**src/rtl/lsu_bus_bridge_pkg.sv**
```systemverilog
// Shared definitions for the LSU-to-bus bridge: size encodings, FSM states,
// captured request metadata and the timeout counter width helper.
package lsu_bus_bridge_pkg;

   localparam logic [2:0] SIZE_B = 3'b001;
   localparam logic [2:0] SIZE_H = 3'b010;
   localparam logic [2:0] SIZE_W = 3'b100;

   typedef enum logic [1:0] {
      ST_IDLE = 2'd0,
      ST_BUS  = 2'd1,
      ST_RESP = 2'd2
   } state_t;

   typedef struct packed {
      logic [2:0] size;
      logic       uns;
      logic [4:0] rd;
   } req_meta_t;

   // Counter must hold the value TIMEOUT_CYCLES itself; a disabled timeout still gets 1 bit.
   function automatic int tmo_cnt_w(input int cycles);
      return (cycles < 2) ? 1 : $clog2(cycles + 1);
   endfunction

endpackage

```
**src/rtl/lsu_bus_bridge_load_align.sv**
```systemverilog
// Load data aligner: selects the addressed byte/half/word from a raw bus word
// and sign- or zero-extends it to 32 bits.
module lsu_bus_bridge_load_align
   import lsu_bus_bridge_pkg::*;
(
   input  logic [31:0] rdata,
   input  logic [1:0]  addr_lo,
   input  logic [2:0]  size,
   input  logic        uns,
   output logic [31:0] data
);

   logic [7:0]  byte_v;
   logic [15:0] half_v;

   always_comb begin
      byte_v = rdata[{addr_lo, 3'b000} +: 8];
      half_v = addr_lo[1] ? rdata[31:16] : rdata[15:0];
      if ((size & SIZE_W) != 3'b000)
         data = rdata;
      else if ((size & SIZE_H) != 3'b000)
         data = {{16{half_v[15] & ~uns}}, half_v};
      else
         data = {{24{byte_v[7] & ~uns}}, byte_v};
   end

endmodule

```
**src/rtl/lsu_bus_bridge.sv**
```systemverilog
// LSU request to valid/ack bus bridge with timeout and aligned load return.
// Optional LSU_MISALIGN_CHECK_EN: misaligned half/word requests complete with error, never issued.
module lsu_bus_bridge
   import lsu_bus_bridge_pkg::*;
#(
   parameter int TIMEOUT_CYCLES = 255
) (
   input  logic        clk,
   input  logic        resetn,
   input  logic        req_valid,
   output logic        req_ready,
   input  logic [3:0]  req_we,
   input  logic [31:0] req_addr,
   input  logic [31:0] req_wdata,
   input  logic [3:0]  req_sel,
   input  logic [2:0]  req_size,
   input  logic        req_unsigned,
   input  logic [4:0]  req_rd,
   output logic        bus_req,
   output logic [3:0]  bus_we,
   output logic [31:0] bus_addr,
   output logic [31:0] bus_wdata,
   input  logic        bus_ack,
   input  logic [31:0] bus_rdata,
   output logic        resp_valid,
   output logic [31:0] resp_rdata,
   output logic [4:0]  resp_rd,
   output logic        resp_err,
   output logic        stall
);

   localparam int              CW        = tmo_cnt_w(TIMEOUT_CYCLES);
   localparam logic [CW-1:0]   TMO_LIMIT = CW'(TIMEOUT_CYCLES);
   localparam bit              TMO_EN    = (TIMEOUT_CYCLES != 0);

   state_t          state;
   req_meta_t       meta;
   logic [CW-1:0]   tmo_cnt;
   logic [3:0]      sel_q;
   logic            misalign;
   logic            skip_bus;
   logic            is_load;
   logic [31:0]     aligned;

`ifdef LSU_MISALIGN_CHECK_EN
   assign misalign = ((req_size == SIZE_H) && req_addr[0]) ||
                     ((req_size == SIZE_W) && (req_addr[1:0] != 2'b00));
`else
   assign misalign = 1'b0;
`endif

   assign req_ready = (state != ST_BUS);
   assign stall     = req_valid & ~req_ready;
   assign skip_bus  = (req_size == 3'b000) | misalign;
   assign is_load   = (bus_we == 4'b0000);

   lsu_bus_bridge_load_align u_align (
      .rdata   (bus_rdata),
      .addr_lo (bus_addr[1:0]),
      .size    (meta.size),
      .uns     (meta.uns),
      .data    (aligned)
   );

   always_ff @(posedge clk or negedge resetn) begin
      if (!resetn) begin
         state      <= ST_IDLE;
         meta       <= '0;
         sel_q      <= '0;
         tmo_cnt    <= '0;
         bus_req    <= 1'b0;
         bus_we     <= '0;
         bus_addr   <= '0;
         bus_wdata  <= '0;
         resp_valid <= 1'b0;
         resp_rdata <= '0;
         resp_rd    <= '0;
         resp_err   <= 1'b0;
      end else begin
         resp_valid <= 1'b0;
         case (state)
            ST_IDLE, ST_RESP: begin
               if (req_valid) begin
                  bus_we    <= req_we;
                  bus_addr  <= req_addr;
                  bus_wdata <= req_wdata;
                  sel_q     <= req_sel;
                  meta      <= '{size: req_size, uns: req_unsigned, rd: req_rd};
                  tmo_cnt   <= '0;
                  if (skip_bus) begin
                     // Zero-size and rejected misaligned requests complete without a bus cycle.
                     state      <= ST_RESP;
                     resp_valid <= 1'b1;
                     resp_rdata <= '0;
                     resp_err   <= misalign;
                     resp_rd    <= (req_we == 4'b0000) ? req_rd : 5'd0;
                  end else begin
                     state   <= ST_BUS;
                     bus_req <= 1'b1;
                  end
               end else begin
                  state <= ST_IDLE;
               end
            end
            ST_BUS: begin
               if (bus_ack) begin
                  state      <= ST_RESP;
                  bus_req    <= 1'b0;
                  resp_valid <= 1'b1;
                  resp_err   <= 1'b0;
                  resp_rdata <= is_load ? aligned : 32'd0;
                  resp_rd    <= is_load ? meta.rd : 5'd0;
               end else if (TMO_EN && (tmo_cnt == TMO_LIMIT)) begin
                  state      <= ST_RESP;
                  bus_req    <= 1'b0;
                  resp_valid <= 1'b1;
                  resp_err   <= 1'b1;
                  resp_rdata <= '0;
                  resp_rd    <= is_load ? meta.rd : 5'd0;
               end else begin
                  tmo_cnt <= tmo_cnt + 1'b1;
               end
            end
            default: begin
               state   <= ST_IDLE;
               bus_req <= 1'b0;
            end
         endcase
      end
   end

endmodule

```
**config.mk**
```make
export PLATFORM = sky130hd
export DESIGN_NAME = lsu_bus_bridge
export DESIGN_NICKNAME = d
export VERILOG_FILES = /design/src/rtl/lsu_bus_bridge_pkg.sv /design/src/rtl/lsu_bus_bridge_load_align.sv /design/src/rtl/lsu_bus_bridge.sv
export SDC_FILE = /design/constraint.sdc
export NUM_CORES = 1
export LEC_CHECK = 0
export BUFFER_PORTS_ARGS = -buffer_cell sky130_fd_sc_hd__buf_2
export CORE_MARGIN = 5
export CORE_UTILIZATION = 43
export DETAILED_ROUTE_END_ITERATION = 6
export PLACE_DENSITY = 0.75
export SLEW_MARGIN = 15
export SYNTH_ARGS = -nofsm -noshare
export SYNTH_HDL_FRONTEND = slang
export SYNTH_SLANG_ARGS = --single-unit
export TNS_END_PERCENT = 5
```
**constraint.sdc**
```tcl
create_clock -name clk -period 1.9 [get_ports clk]
set_input_delay 0.57 -clock clk [delete_from_list [all_inputs] [get_ports clk]]
set_output_delay 0.57 -clock clk [all_outputs]
set_load 0.1 [all_outputs]
```
Word-level counts from Yosys, hierarchy flattened
Cells that the tools add are included.
Word-level totals
  bits in registers: 127
  input bits: 117
  output and inout bits: 110
  word-level logic and storage cells: 80
Operators by class
  add/sub/neg operators: 1
  equality and inequality tests: 10
  shift operators: 1
  muxes and demuxes: 40
  bitwise operators: 5
  reduce and logical (&&, ||, !) cells: 10
Operator list (count)
  two-way mux 32 bit: 7
  one-hot mux 32 bit (2 select lines): 1
  variable part select 32 x 6 -> 8 bit: 1
  two-way mux 5 bit: 6
  two-way mux 8 bit: 3
  two-way mux 16 bit: 1
  one-hot mux 8 bit (2 select lines): 1
  two-way mux 1 bit: 12
  != test 2 bit (second input constant): 5
  one-hot mux 5 bit (2 select lines): 1
  adder 8 x 1 -> 8 bit (second input constant): 1
  equality test 8 bit (second input constant): 1
  logical NOT 4 bit: 2
  two-way mux 2 bit: 4
  AND reduction 4 bit: 2
  one-hot mux 1 bit (2 select lines): 3
  one-hot mux 2 bit (2 select lines): 1
  AND 1 bit: 3
  logical NOT 3 bit: 1
  != test 3 bit (second input constant): 1
  AND reduction 3 bit: 1
  equality test 2 x 1 -> 1 bit (second input constant): 1
  equality test 2 bit (second input constant): 1
  logical NOT 2 bit: 1
  5 further kinds: 6

Longest topological paths before layout
Gate-level depths: netlist (run 1).
  depth after elaboration: 7
  mapped depth: 8
  gate-level depth less buffers: 6

Cells and area by module
A second synthesis (run 1) with hierarchy kept.
Second synthesis, totals
  cells, all modules: 583
  area total of the unflattened synthesis: 5624.1 µm²
Modules (own cells, without submodules)
  lsu_bus_bridge: instances 1, cells each 485, area each 4882.2 µm², seq. area each 3178.0 µm²
  lsu_bus_bridge_load_align: instances 1, cells each 98, area each 742.0 µm², seq. area each 0.0 µm²

Least setup slack after synthesis (run 1)
No wires, ideal clock.
  path kind: reg2reg
  start point: reg bus_we[0]
  end point: reg resp_rdata[18]
  library setup time: 0.069 ns
  arrival time: 2.196 ns
  required time: 1.831 ns
  slack: -0.364 ns
  cell stages (with the launch flop): 6
  path buffers: 1
  period minus slack after synthesis: 2.264 ns
  path through: dfrtp_1 > nor4_1 > nand2_1 > nor4_2 > clkbuf_1 > a221o_1
On the way
  word-level cells in the longest chain between the ends: 4
Ends and longest elaborated chain
  from (decl): line lsu_bus_bridge.sv:20  | output logic [3:0] bus_we,
  from (signal assigned): line lsu_bus_bridge.sv:84  | bus_we <= req_we;
  logical NOT 4 bit: line lsu_bus_bridge.sv:55  | assign is_load = (bus_we == 4'b0000);
  two-way mux 32 bit: line lsu_bus_bridge.sv:111  | resp_rdata <= is_load ? aligned : 32'd0;
  two-way mux 32 bit: line lsu_bus_bridge.sv:106  | if (bus_ack) begin
  one-hot mux 32 bit (2 select lines): line lsu_bus_bridge.sv:81  | case (state)
  to (signal assigned): line lsu_bus_bridge.sv:111
  to (decl): line lsu_bus_bridge.sv:26  | output logic [31:0] resp_rdata,
No other way between the ends.
A chain may end at the register's enable or synchronous reset.

Worst setup path after layout (run 1)
  start point: reg state[0]
  end point: out req_ready
On the way
  word-level cells in the longest chain between the ends: 1
Ends and longest elaborated chain
  from (decl): line lsu_bus_bridge.sv:36  | state_t state;
  from (signal assigned): line lsu_bus_bridge.sv:67  | state <= ST_IDLE;
  from (signal assigned): line lsu_bus_bridge.sv:92  | state <= ST_RESP;
  from (signal assigned): line lsu_bus_bridge.sv:98  | state <= ST_BUS;
  != test 2 x 1 -> 1 bit: line lsu_bus_bridge.sv:52  | assign req_ready = (state != ST_BUS);
  to (decl): line lsu_bus_bridge.sv:11  | output logic req_ready,
No other way between the ends.

==> reports/qor_table.md, run 1 <==
| Stage | Parameter | Value |
| --- | --- | --- |
| yosys | Multiplexer share of the synthesized area | 2.965% |
| sta | F_max | 0.4919 GHz |
| cts | Number of buffers created by CTS | 17 |
| sta | Setup TNS | -1.356 ns |
| power and ir drop | Switching Fraction | 49.91% |
| critical path | Crit path top cell by count | sky130_fd_sc_hd__buf_12 |
| grt | Global routing met1 resource utilization | 25.35% |
| critical path | Cells along the critical path | and2b_2 > buf_12 > inv_8 > buf_6 > buf_12 |
| critical path | Critical path type | register to output pin |
| cts | Insertion delay to the later sink of the worst-skew pair | 0.42 ns |
| sta | Share of the clock period used by the worst path | 107.0% |
| drt | DRT Wirelength | 15.90 mm |
| drt | Vias per std cell | 5.073 |
| yosys | Yosys warning total | 0 |
| placed design | Placer Congestion | 0.8621 |
| drt | DRC Markers | 0 |
| cts | Root buf cell | sky130_fd_sc_hd__clkbuf_16 |
| grt | Global-route wire length before repair | 25.08 mm |
| cts | Clock-pin slew reported for the worst setup and hold paths after clock tree synthesis | 0.05 ns |
| yosys | Sequential cell area fraction in the yosys report | 58.82% |
| power and ir drop | Power density over the cells | 1631 nW/µm² |
| yosys | Adder-Cell Fraction of Synth Area | 0.2334% |
| floorplanning | Core region area | 12,110 µm² |
| yosys | Number of flops mapped to enable cells by yosys | 0 |
| floorplanning | Initial core utilization | 44.26% |
| status | Violated checks | negative setup slack |
| critical path | Worst setup SP type | register |
| critical path | CP Data Arrival Time | 1.46 ns |
| yosys | Synthesized area per cell | 9.555 µm² |
| yosys | Post-synthesis register bit count | 126 |
| floorplanning | Number of rows in the core area | 40 |
| critical path | Kind of end point of the critical path | output pin |
| yosys | Simple-gate portion of the synthesized area | 23.41% |
| floorplanning | Io pins | 227 |
| status | Outcome | finished with violations |
| drt | Number of routed nets with antenna violations | 0 |
| layout | Layout overhead on the synthesized area | 42.02% |
| power and ir drop | Relative contribution of combinational cells to total power | 45.9% |
| sta | Relative slew slack | 56.18% |
| critical path | Critical Path Fanout Max | 3 |
| drt | Via total after detailed routing | 5,012 |
| yosys | Top flip-flop cell by instance count after synthesis | sky130_fd_sc_hd__dfrtp_1 |
| yosys | Net count after synthesis | 679 |
| sta | Min Tclk post-route | 2.033 ns |
| grt | Met3 global-route usage | 7.846% |
| drt | Number of DRC markers in iteration 0 | 333 |
| layout | Final net count | 925 |
| drt | Avg WL per Cell | 16.10 µm |
| layout | Most common cell after layout, fill and taps aside | sky130_fd_sc_hd__nand2_1 |
| cts | Clock sinks | 126 |
| sta | Slack of the critical path | -0.1329 ns |
| placed design | Post-place setup slack | -0.1395 ns |
| grt | Initial antenna violation count | 2 |
| sta | RSZ-0062 raised after global routing | true |
| placed design | Half-perimeter wire length after placement | 11.42 mm |
| grt | Most Crowded Layer GR | met2 |
| cts | Deepest clock path buffer count | 2 |
| yosys | Post-synthesis compound-gate area fraction | 10.57% |
| floorplanning | Full die area | 14,800 µm² |
| yosys | Synthesized instance count | 561 |
| sta | Final setup violation count | 25 |
| power and ir drop | Part of the total power dissipated in the clock network | 25.3% |
| critical path | CP max stage delay | 0.37 ns |
| yosys | Post-synthesis cell area | 5360 µm² |
| cts | TritonCTS clock tree | built |
| power and ir drop | Highest ir drop seen on vdd | 1.143 mV |
| critical path | Max stage delay cell, worst path | sky130_fd_sc_hd__dfrtp_1 |
| min path | Worst min path class | input pin to asynchronous set/reset pin |
| placed design | Total cell area at the placement stage | 6947 µm² |
| critical path | CP required | 1.33 ns |
| yosys | Xor and xnor area share after synthesis | 0.1634% |
| floorplanning | Vertical die dimension | 121.7 µm |
| grt | Met2 track demand over resource | 35.75% |
| sta | Worst clock skew on the final layout | 0.01488 ns |
| floorplanning | Die width | 121.7 µm |
| grt | GRT Resource Usage Total | 21.56% |
| sta | Number of pins exceeding their max-slew limit in the final report | 0 |
| grt | Total congestion overflow after global routing | 0 |
| run | Max capacitance violation total | 0 |
| layout | Fraction of layout instances using a drive strength above 1 | 37.61% |
| sta | Count of final hold-check violations | 0 |
| sta | Worst-Margin Slew | 0.6567 ns |
| layout | Total non-filler cell area in the finished layout | 7612 µm² |
| yosys | Dominant combinational cell family by area after synthesis | simple AND/OR/NAND/NOR gates |
| placed design | Number of port buffers | 222 |
| power and ir drop | Int Power | 0.006220 W |
| power and ir drop | Sequential Power Share | 28.8% |
| layout | Commonest cells after routing, fill and taps aside | 240 x sky130_fd_sc_hd__nand2_1, 217 x sky130_fd_sc_hd__buf_2, 120 x sky130_fd_sc_hd__dfrtp_1 |
| cts | Number of H-tree levels | 4 |
| power and ir drop | Net switching power figure | 0.006198 W |
| drt | Router iterations before antenna repair | 5 |
| yosys | Count of distinct cell types in the synthesized netlist | 46 |
| power and ir drop | Static Leakage | 4.146 nW |
| yosys | Post-synth ARST share | 100.0% |
| grt | Via count of the first global-routing pass | 5,093 |
| grt | Pin count of the biggest net entering global routing | 85 |
cell type report:
| class | instances | area [µm²] |
|---|---|---|
| Inverter | 17 | 73.82 |
| Fill cell | 975 | 4499 |
| Tap cell | 168 | 210.2 |
| Sequential cell | 126 | 3161 |
| Clock buffer | 20 | 456.7 |
| Antenna cell | 1 | 2.502 |
| Clock inverter | 11 | 117.6 |
| Multi-Input combinational cell | 388 | 2059 |
| Timing Repair Buffer | 257 | 1531 |
sequential cells by signal, indices dropped and copies added, names as in the netlist:
name,cells
meta,8
bus_we,4
bus_req,1
tmo_cnt,8
resp_valid,1
state,2
resp_rdata,32
resp_rd,5
bus_addr,32
bus_wdata,32
resp_err,1
metal layers:
layer	up-vias	share of wire, %	routed length, µm
li1	2382	-	-
met1	2360	39	6183
met2	233	49	7836
met3	35	9.5	1512
met4	2	2.2	352
met5	-	0.11	18
worst max-delay path, delay by kind of cell (launching register included):
kind | cells | cell delay, ns
and+or+nand+nor | 1 | 0.23
DFF | 1 | 0.37
buffers and inverters | 4 | 0.45
path summary, 6_finish.rpt:
check                            start        endpoint  slack [ns]  cells after the start
setup / recovery              state[0]       req_ready       -0.13                      5
hold / removal                  resetn        state[0]        0.17                      2
setup reg to reg              state[1]  resp_rdata[25]       -0.08                      7
hold reg to reg            bus_addr[8]     bus_addr[8]        0.47                      2
max in group asynchronous       resetn     bus_addr[1]        1.20                      2
min in group clk           req_addr[4]     bus_addr[4]        0.34                      3
logic make-up after synthesis:
| family | after synthesis |
|---|---|
| and+or+nand+nor | 299 |
| DFF | 126 |
| buffers and inverters | 47 |
| AOI/OAI and AO/OA | 72 |
| adders and majority gates | 1 |
| muxes | 15 |
| xor gates and xnor gates | 1 |
cell usage after synthesis, types with 7 or more instances:
cell | number | area, µm²
sky130_fd_sc_hd__clkbuf_1 | 21 | 78.83
sky130_fd_sc_hd__o211ai_1 | 10 | 75.07
sky130_fd_sc_hd__mux2i_1 | 8 | 80.08
sky130_fd_sc_hd__nor2_1 | 14 | 52.55
sky130_fd_sc_hd__nand2_1 | 241 | 904.6
sky130_fd_sc_hd__nand4_1 | 8 | 50.05
sky130_fd_sc_hd__dfrtp_1 | 126 | 3153
sky130_fd_sc_hd__a211oi_1 | 7 | 52.55
sky130_fd_sc_hd__a21oi_1 | 8 | 40.04
sky130_fd_sc_hd__a221o_1 | 23 | 230.2
sky130_fd_sc_hd__inv_1 | 14 | 52.55
power groups by stage:
stage	Clock, W	Sequential (W)	Combinational [W]
after global routing	0.00334	0.00365	0.00592
after detailed placement	0	0.00360	0.00566
after floorplan	0	0.00709	0.000971
after CTS	0.00322	0.00357	0.00570
final	0.00315	0.00357	0.00570
after global placement	0	0.00357	0.00559
through the flow:
stage,util [%],hold slack (ns),cells,total power [W]
finish,62.85,0.1716,988,0.01242
global route,62.85,0.2064,988,0.01291
CTS,62.45,0.1870,985,0.01249
detailed placement,57.36,0.4563,952,0.009252
global placement,57.36,0.4525,952,0.009160
floorplan,-,0.2744,561,0.008057
repair_timing:
item | 4_1_cts | 5_1_grt
pin swaps | 1 | 3
setup endpoints to repair | 25 | 35
hold buffers | 0 | 0
gates resized for setup | 8 | 2
setup buffers | 2 | 2
No activity file was read; power rests on OpenSTA's default activity.
==> inputs of run 2 (changes only) <==
ABC_AREA = 1   (was default)
BUFFER_PORTS_ARGS = -buffer_cell sky130_fd_sc_hd__buf_4   (was -buffer_cell sky130_fd_sc_hd__buf_2)
CORE_UTILIZATION = 44   (was 43)
GPL_TIMING_DRIVEN = 0   (was default)
==> run 2 against run 1 <==
Net effect:
- the run still ends with negative setup slack left
- setup slack improved by 0.088 ns
- final cell count rose by 16%
- die area rose by 5.5%
- non-clock buffer count fell by 2
- sequential cell count did not move
- register-to-register slack improved by 0.23 ns
- critical path depth fell by 1
- total power rose by 8.8%
- synthesized area rose by 8.5%
==> reports/qor_table.md, run 2 <==
| Stage | Parameter | Value | Delta |
| --- | --- | --- | --- |
| status | Outcome | finished with violations |  |
| status | Violated checks | negative setup slack |  |
| layout | Most common cell after layout, fill and taps aside | sky130_fd_sc_hd__nand2_1 |  |
| sta | Final setup violation count | 1 | -96% |
| layout | Final standard cell count with taps included and fillers excluded | 1,147 | +16% |
| grt | GRT Resource Usage Total | 22.36% | +0.80 points |
| critical path | Max stage delay cell, worst path | sky130_fd_sc_hd__dfrtp_1 |  |
| yosys | Count of distinct cell types in the synthesized netlist | 33 | -28% |
| floorplanning | Core region area | 13,090 µm² | +8.0% |
| yosys | Post-synthesis register bit count | 126 | unchanged |
| yosys | Yosys warning total | 0 | unchanged |
| grt | Pin count of the biggest net entering global routing | 86 | +1.2% |
| power and ir drop | Relative contribution of combinational cells to total power | 48.5% | +2.6 points |
| yosys | Post-synth ARST share | 100.0% | unchanged |
| sta | Setup TNS | -0.04507 ns | +1.311 ns |
| drt | Avg WL per Cell | 15.07 µm | -6.4% |
| floorplanning | Full die area | 15,620 µm² | +5.5% |
| yosys | Dominant cell by count in the synthesized netlist | sky130_fd_sc_hd__nand2_1 |  |
| yosys | Synth top cells by count | 363 x sky130_fd_sc_hd__nand2_1, 126 x sky130_fd_sc_hd__dfrtp_1, 34 x sky130_fd_sc_hd__nand3_1, 28 x sky130_fd_sc_hd__inv_1, 28 x sky130_fd_sc_hd__o21ai_0 |  |
| drt | Vias per std cell | 4.826 | -4.9% |
| critical path | Critical path type | register to output pin |  |
| power and ir drop | Part of the total power dissipated in the clock network | 24.8% | -0.5 points |
| cts | Post-CTS setup buffer count | 0 | -2 |
| yosys | Area share of the leading cell type in the synthesized netlist | 54.21% | -4.6 points |
| critical path | Crit path top cell by count | sky130_fd_sc_hd__nor2_4 |  |
| sta | Min Tclk post-route | 1.945 ns | -0.08787 ns |
| grt | Global-route wire length before repair | 28.12 mm | +12% |
| grt | Most Crowded Layer GR | met2 |  |
| drt | Number of DRC markers in iteration 0 | 370 | +11% |
| critical path | Count of cell instances traversed by the critical path | 4 | -1 |
| critical path | Critical Path Fanout Max | 9 | +6 |
| cts | Number of H-tree levels | 4 | unchanged |
| power and ir drop | Int Power | 0.006762 W | +8.7% |
| power and ir drop | Switching Fraction | 49.93% | about the same |
| yosys | Ranking of synthesized cells by area | sky130_fd_sc_hd__dfrtp_1 54%, sky130_fd_sc_hd__nand2_1 23%, sky130_fd_sc_hd__nand3_1 2.9% |  |
| sta | Worst-Margin Slew | 0.5517 ns | -0.1050 ns |
| cts | Root buf cell | sky130_fd_sc_hd__clkbuf_16 |  |
| layout | Layout overhead on the synthesized area | 44.16% |  |
| layout | Final net count | 1,076 | +16% |
| grt | Total congestion overflow after global routing | 0 | unchanged |
| floorplanning | Number of rows in the core area | 42 | +5.0% |
| power and ir drop | Highest ir drop seen on vdd | 0.9478 mV | -17% |
| sta | Number of pins exceeding their max-slew limit in the final report | 0 | unchanged |
| yosys | Area leader, netlist | sky130_fd_sc_hd__dfrtp_1 |  |
| sta | RSZ-0062 raised after global routing | true |  |
| floorplanning | Initial core utilization | 44.45% | +0.20 points |
| critical path | Worst setup SP type | register |  |
| cts | TritonCTS clock tree | built |  |
| power and ir drop | Net switching power figure | 0.006744 W | +8.8% |
| yosys | Post-synthesis cell area | 5817 µm² | +8.5% |
| critical path | Top cell family by delay on the critical path | flip-flops |  |
| power and ir drop | Sequential Power Share | 26.7% | -2.1 points |
| sta | Relative slew slack | 62.94% | +6.8 points |
| sta | Slack of the critical path | -0.04507 ns | +0.08787 ns |
| sta | Count of final hold-check violations | 0 | unchanged |
| drt | Number of routed nets with antenna violations | 0 | unchanged |
| sta | Share of the clock period used by the worst path | 102.4% | -4.6 points |
| critical path | CP required | 1.33 ns | about the same |
| floorplanning | Die width | 125.0 µm | +2.7% |
| run | Max capacitance violation total | 0 | unchanged |
| drt | DRT Wirelength | 17.28 mm | +8.7% |
| placed design | Half-perimeter wire length after placement | 12.85 mm | +13% |
| critical path | CP Data Arrival Time | 1.38 ns | -0.08 ns |
| critical path | Reg2Reg Launch Point | tmo_cnt[0] |  |
| layout | Top Registers | bus_addr: 32 flops, bus_wdata: 32 flops, resp_rdata: 32 flops |  |
| cts | Deepest clock path buffer count | 2 | unchanged |
| drt | Via total after detailed routing | 5,535 | +10% |
| cts | Insertion delay to the later sink of the worst-skew pair | 0.41 ns | about the same |
| power and ir drop | Power density over the cells | 1611 nW/µm² | -1.3% |
| placed design | Number of port buffers | 222 | unchanged |
| yosys | Top flip-flop cell by instance count after synthesis | sky130_fd_sc_hd__dfrtp_1 |  |
| placed design | Placer Congestion | 0.9289 | +7.7% |
| placed design | Post-place setup slack | -0.08724 ns | +0.05231 ns |
| cts | Resized Gates After CTS | 6 | -2 |
| floorplanning | Io pins | 227 | unchanged |
| yosys | Synthesized area per cell | 8.124 µm² | -15% |
| layout | Commonest cells after routing, fill and taps aside | 363 x sky130_fd_sc_hd__nand2_1, 225 x sky130_fd_sc_hd__buf_4, 126 x sky130_fd_sc_hd__dfrtp_1 |  |
| critical path | CP bufs+invs | 2 | -2 |
| grt | Met3 global-route usage | 9.211% | +1.4 points |
| critical path | CP max stage delay | 0.41 ns | +0.04 ns |
| grt | Initial antenna violation count | 0 | -2 |
| critical path | Cells along the critical path | nor2_4 > inv_4 > nor2_4 > buf_12 |  |
| power and ir drop | Static Leakage | 4.569 nW | +10% |
| grt | Met2 track demand over resource | 36.35% | +0.60 points |
| yosys | Number of flops mapped to enable cells by yosys | 0 | unchanged |
| critical path | Kind of end point of the critical path | output pin |  |
| grt | Global routing met1 resource utilization | 26.75% | +1.4 points |
| layout | Antenna fix cells | 0 | -1 |
| cts | Clock sinks | 126 | unchanged |
| critical path | Critical path origin | state[1] |  |
| floorplanning | Vertical die dimension | 125.0 µm | +2.7% |
| min path | Worst min path class | input pin to asynchronous set/reset pin |  |
| cts | Clock-pin slew reported for the worst setup and hold paths after clock tree synthesis | 0.05 ns | about the same |
| layout | Fraction of layout instances using a drive strength above 1 | 30.79% | -6.8 points |
| drt | DRC Markers | 0 | unchanged |
| yosys | Net count after synthesis | 834 | +23% |
| cts | Number of buffers created by CTS | 17 | unchanged |
| cts | Hold bufs inserted after CTS | 0 | unchanged |
| grt | Via count of the first global-routing pass | 5,488 | +7.8% |
| yosys | Sequential cell area fraction in the yosys report | 54.21% | -4.6 points |
| critical path | Path depth of the worst reg2reg path | 9 | +2 |
| placed design | Cell total after placement | 1,115 | +17% |
| sta | Worst clock skew on the final layout | 0.007395 ns | -0.007489 ns |
| yosys | Synthesized instance count | 716 | +28% |
| drt | Router iterations before antenna repair | 6 | +1 |
| sta | F_max | 0.5141 GHz | +4.5% |
==> run 2: changes by cell type after synthesis, moves of 5 or more <==
cell,change
sky130_fd_sc_hd__nand3_1,+28
sky130_fd_sc_hd__mux2i_1,-8
sky130_fd_sc_hd__o21a_1,+15
sky130_fd_sc_hd__a22o_1,-5
sky130_fd_sc_hd__nand2_1,+122
sky130_fd_sc_hd__a221o_1,-23
sky130_fd_sc_hd__o21ai_0,+23
sky130_fd_sc_hd__mux2_1,-6
sky130_fd_sc_hd__buf_4,+5
sky130_fd_sc_hd__or2_2,+8
sky130_fd_sc_hd__or4_1,-5
sky130_fd_sc_hd__or3_1,-6
sky130_fd_sc_hd__a211oi_1,-7
sky130_fd_sc_hd__inv_1,+14
==> run 2: metrics by stage <==
step	utilization, %	power (W)	hold slack, ns	area, µm²
floorplan	-	0.008577	0.2744	5824
global placement	58.93	0.01012	0.4547	7711
detailed placement	59.17	0.01019	0.4597	7742
CTS	64.01	0.01357	0.07155	8376
global route	64.08	0.01406	0.09383	8386
finish	64.08	0.01351	0.06923	8386
==> run 2: worst reg2reg max path, stage by stage, from the launching register on <==
cell and delay [ns]:
sky130_fd_sc_hd__dfrtp_1 0.41, sky130_fd_sc_hd__ha_1 0.22, sky130_fd_sc_hd__nand2_1 0.10, sky130_fd_sc_hd__nor2_1 0.09, sky130_fd_sc_hd__nand3_1 0.09, sky130_fd_sc_hd__nand2_1 0.10, sky130_fd_sc_hd__a21oi_4 0.28, sky130_fd_sc_hd__clkbuf_4 0.27
sky130_fd_sc_hd__nand2_1 0.07, sky130_fd_sc_hd__nand2_1 0.06
==> run 2: routing by layer <==
layer  vias to the layer above  part of all wire (%)
li1                       2748                     -
met1                      2532                    40
met2                       225                    48
met3                        30                   9.7
met4                         0                   2.0
met5                         -                     0
==> run 2: cells by family (layout without fill, tap and decap cells) <==
family,count (synthesis),after routing,share of synthesized area [%]
compound gates,71,71,7.443
flops,126,126,54.21
simple gates,449,449,32.44
buf+inv,68,323,5.549
xor+xnor,1,1,0.1506
fa+ha+maj,1,1,0.2151
==> run 2: layout make-up <==
class,instances,area (µm²)
sequential,126,3153
timing repair buffer,223,1718
clock inverter,10,136.4
tap,176,220.2
buffer,32,175.2
fill,1113,4700
clock buffer,22,474.2
multi-input combinational,522,2356
inverter,36,152.6
==> run 2: path summary, 6_finish.rpt <==
kind | end | slack, ns
worst max-delay path | stall | -0.05
worst min-delay path | resp_rd[2] | 0.07
worst max register to register | resp_rdata[20] | 0.15
worst min register to register | bus_wdata[15] | 0.47
max in group asynchronous | bus_addr[0] | 1.07
min in group clk | bus_addr[12] | 0.35
==> run 2: power by group through the flow <==
stage	clock network (W)	registers, W	logic [W]
5_1_grt	0.00353	0.00368	0.00686
3_5_place_dp	0	0.00363	0.00656
4_1_cts	0.00338	0.00360	0.00658
3_3_place_gp	0	0.00362	0.00650
2_1_floorplan	0	0.00728	0.00129
6_report	0.00335	0.00360	0.00655
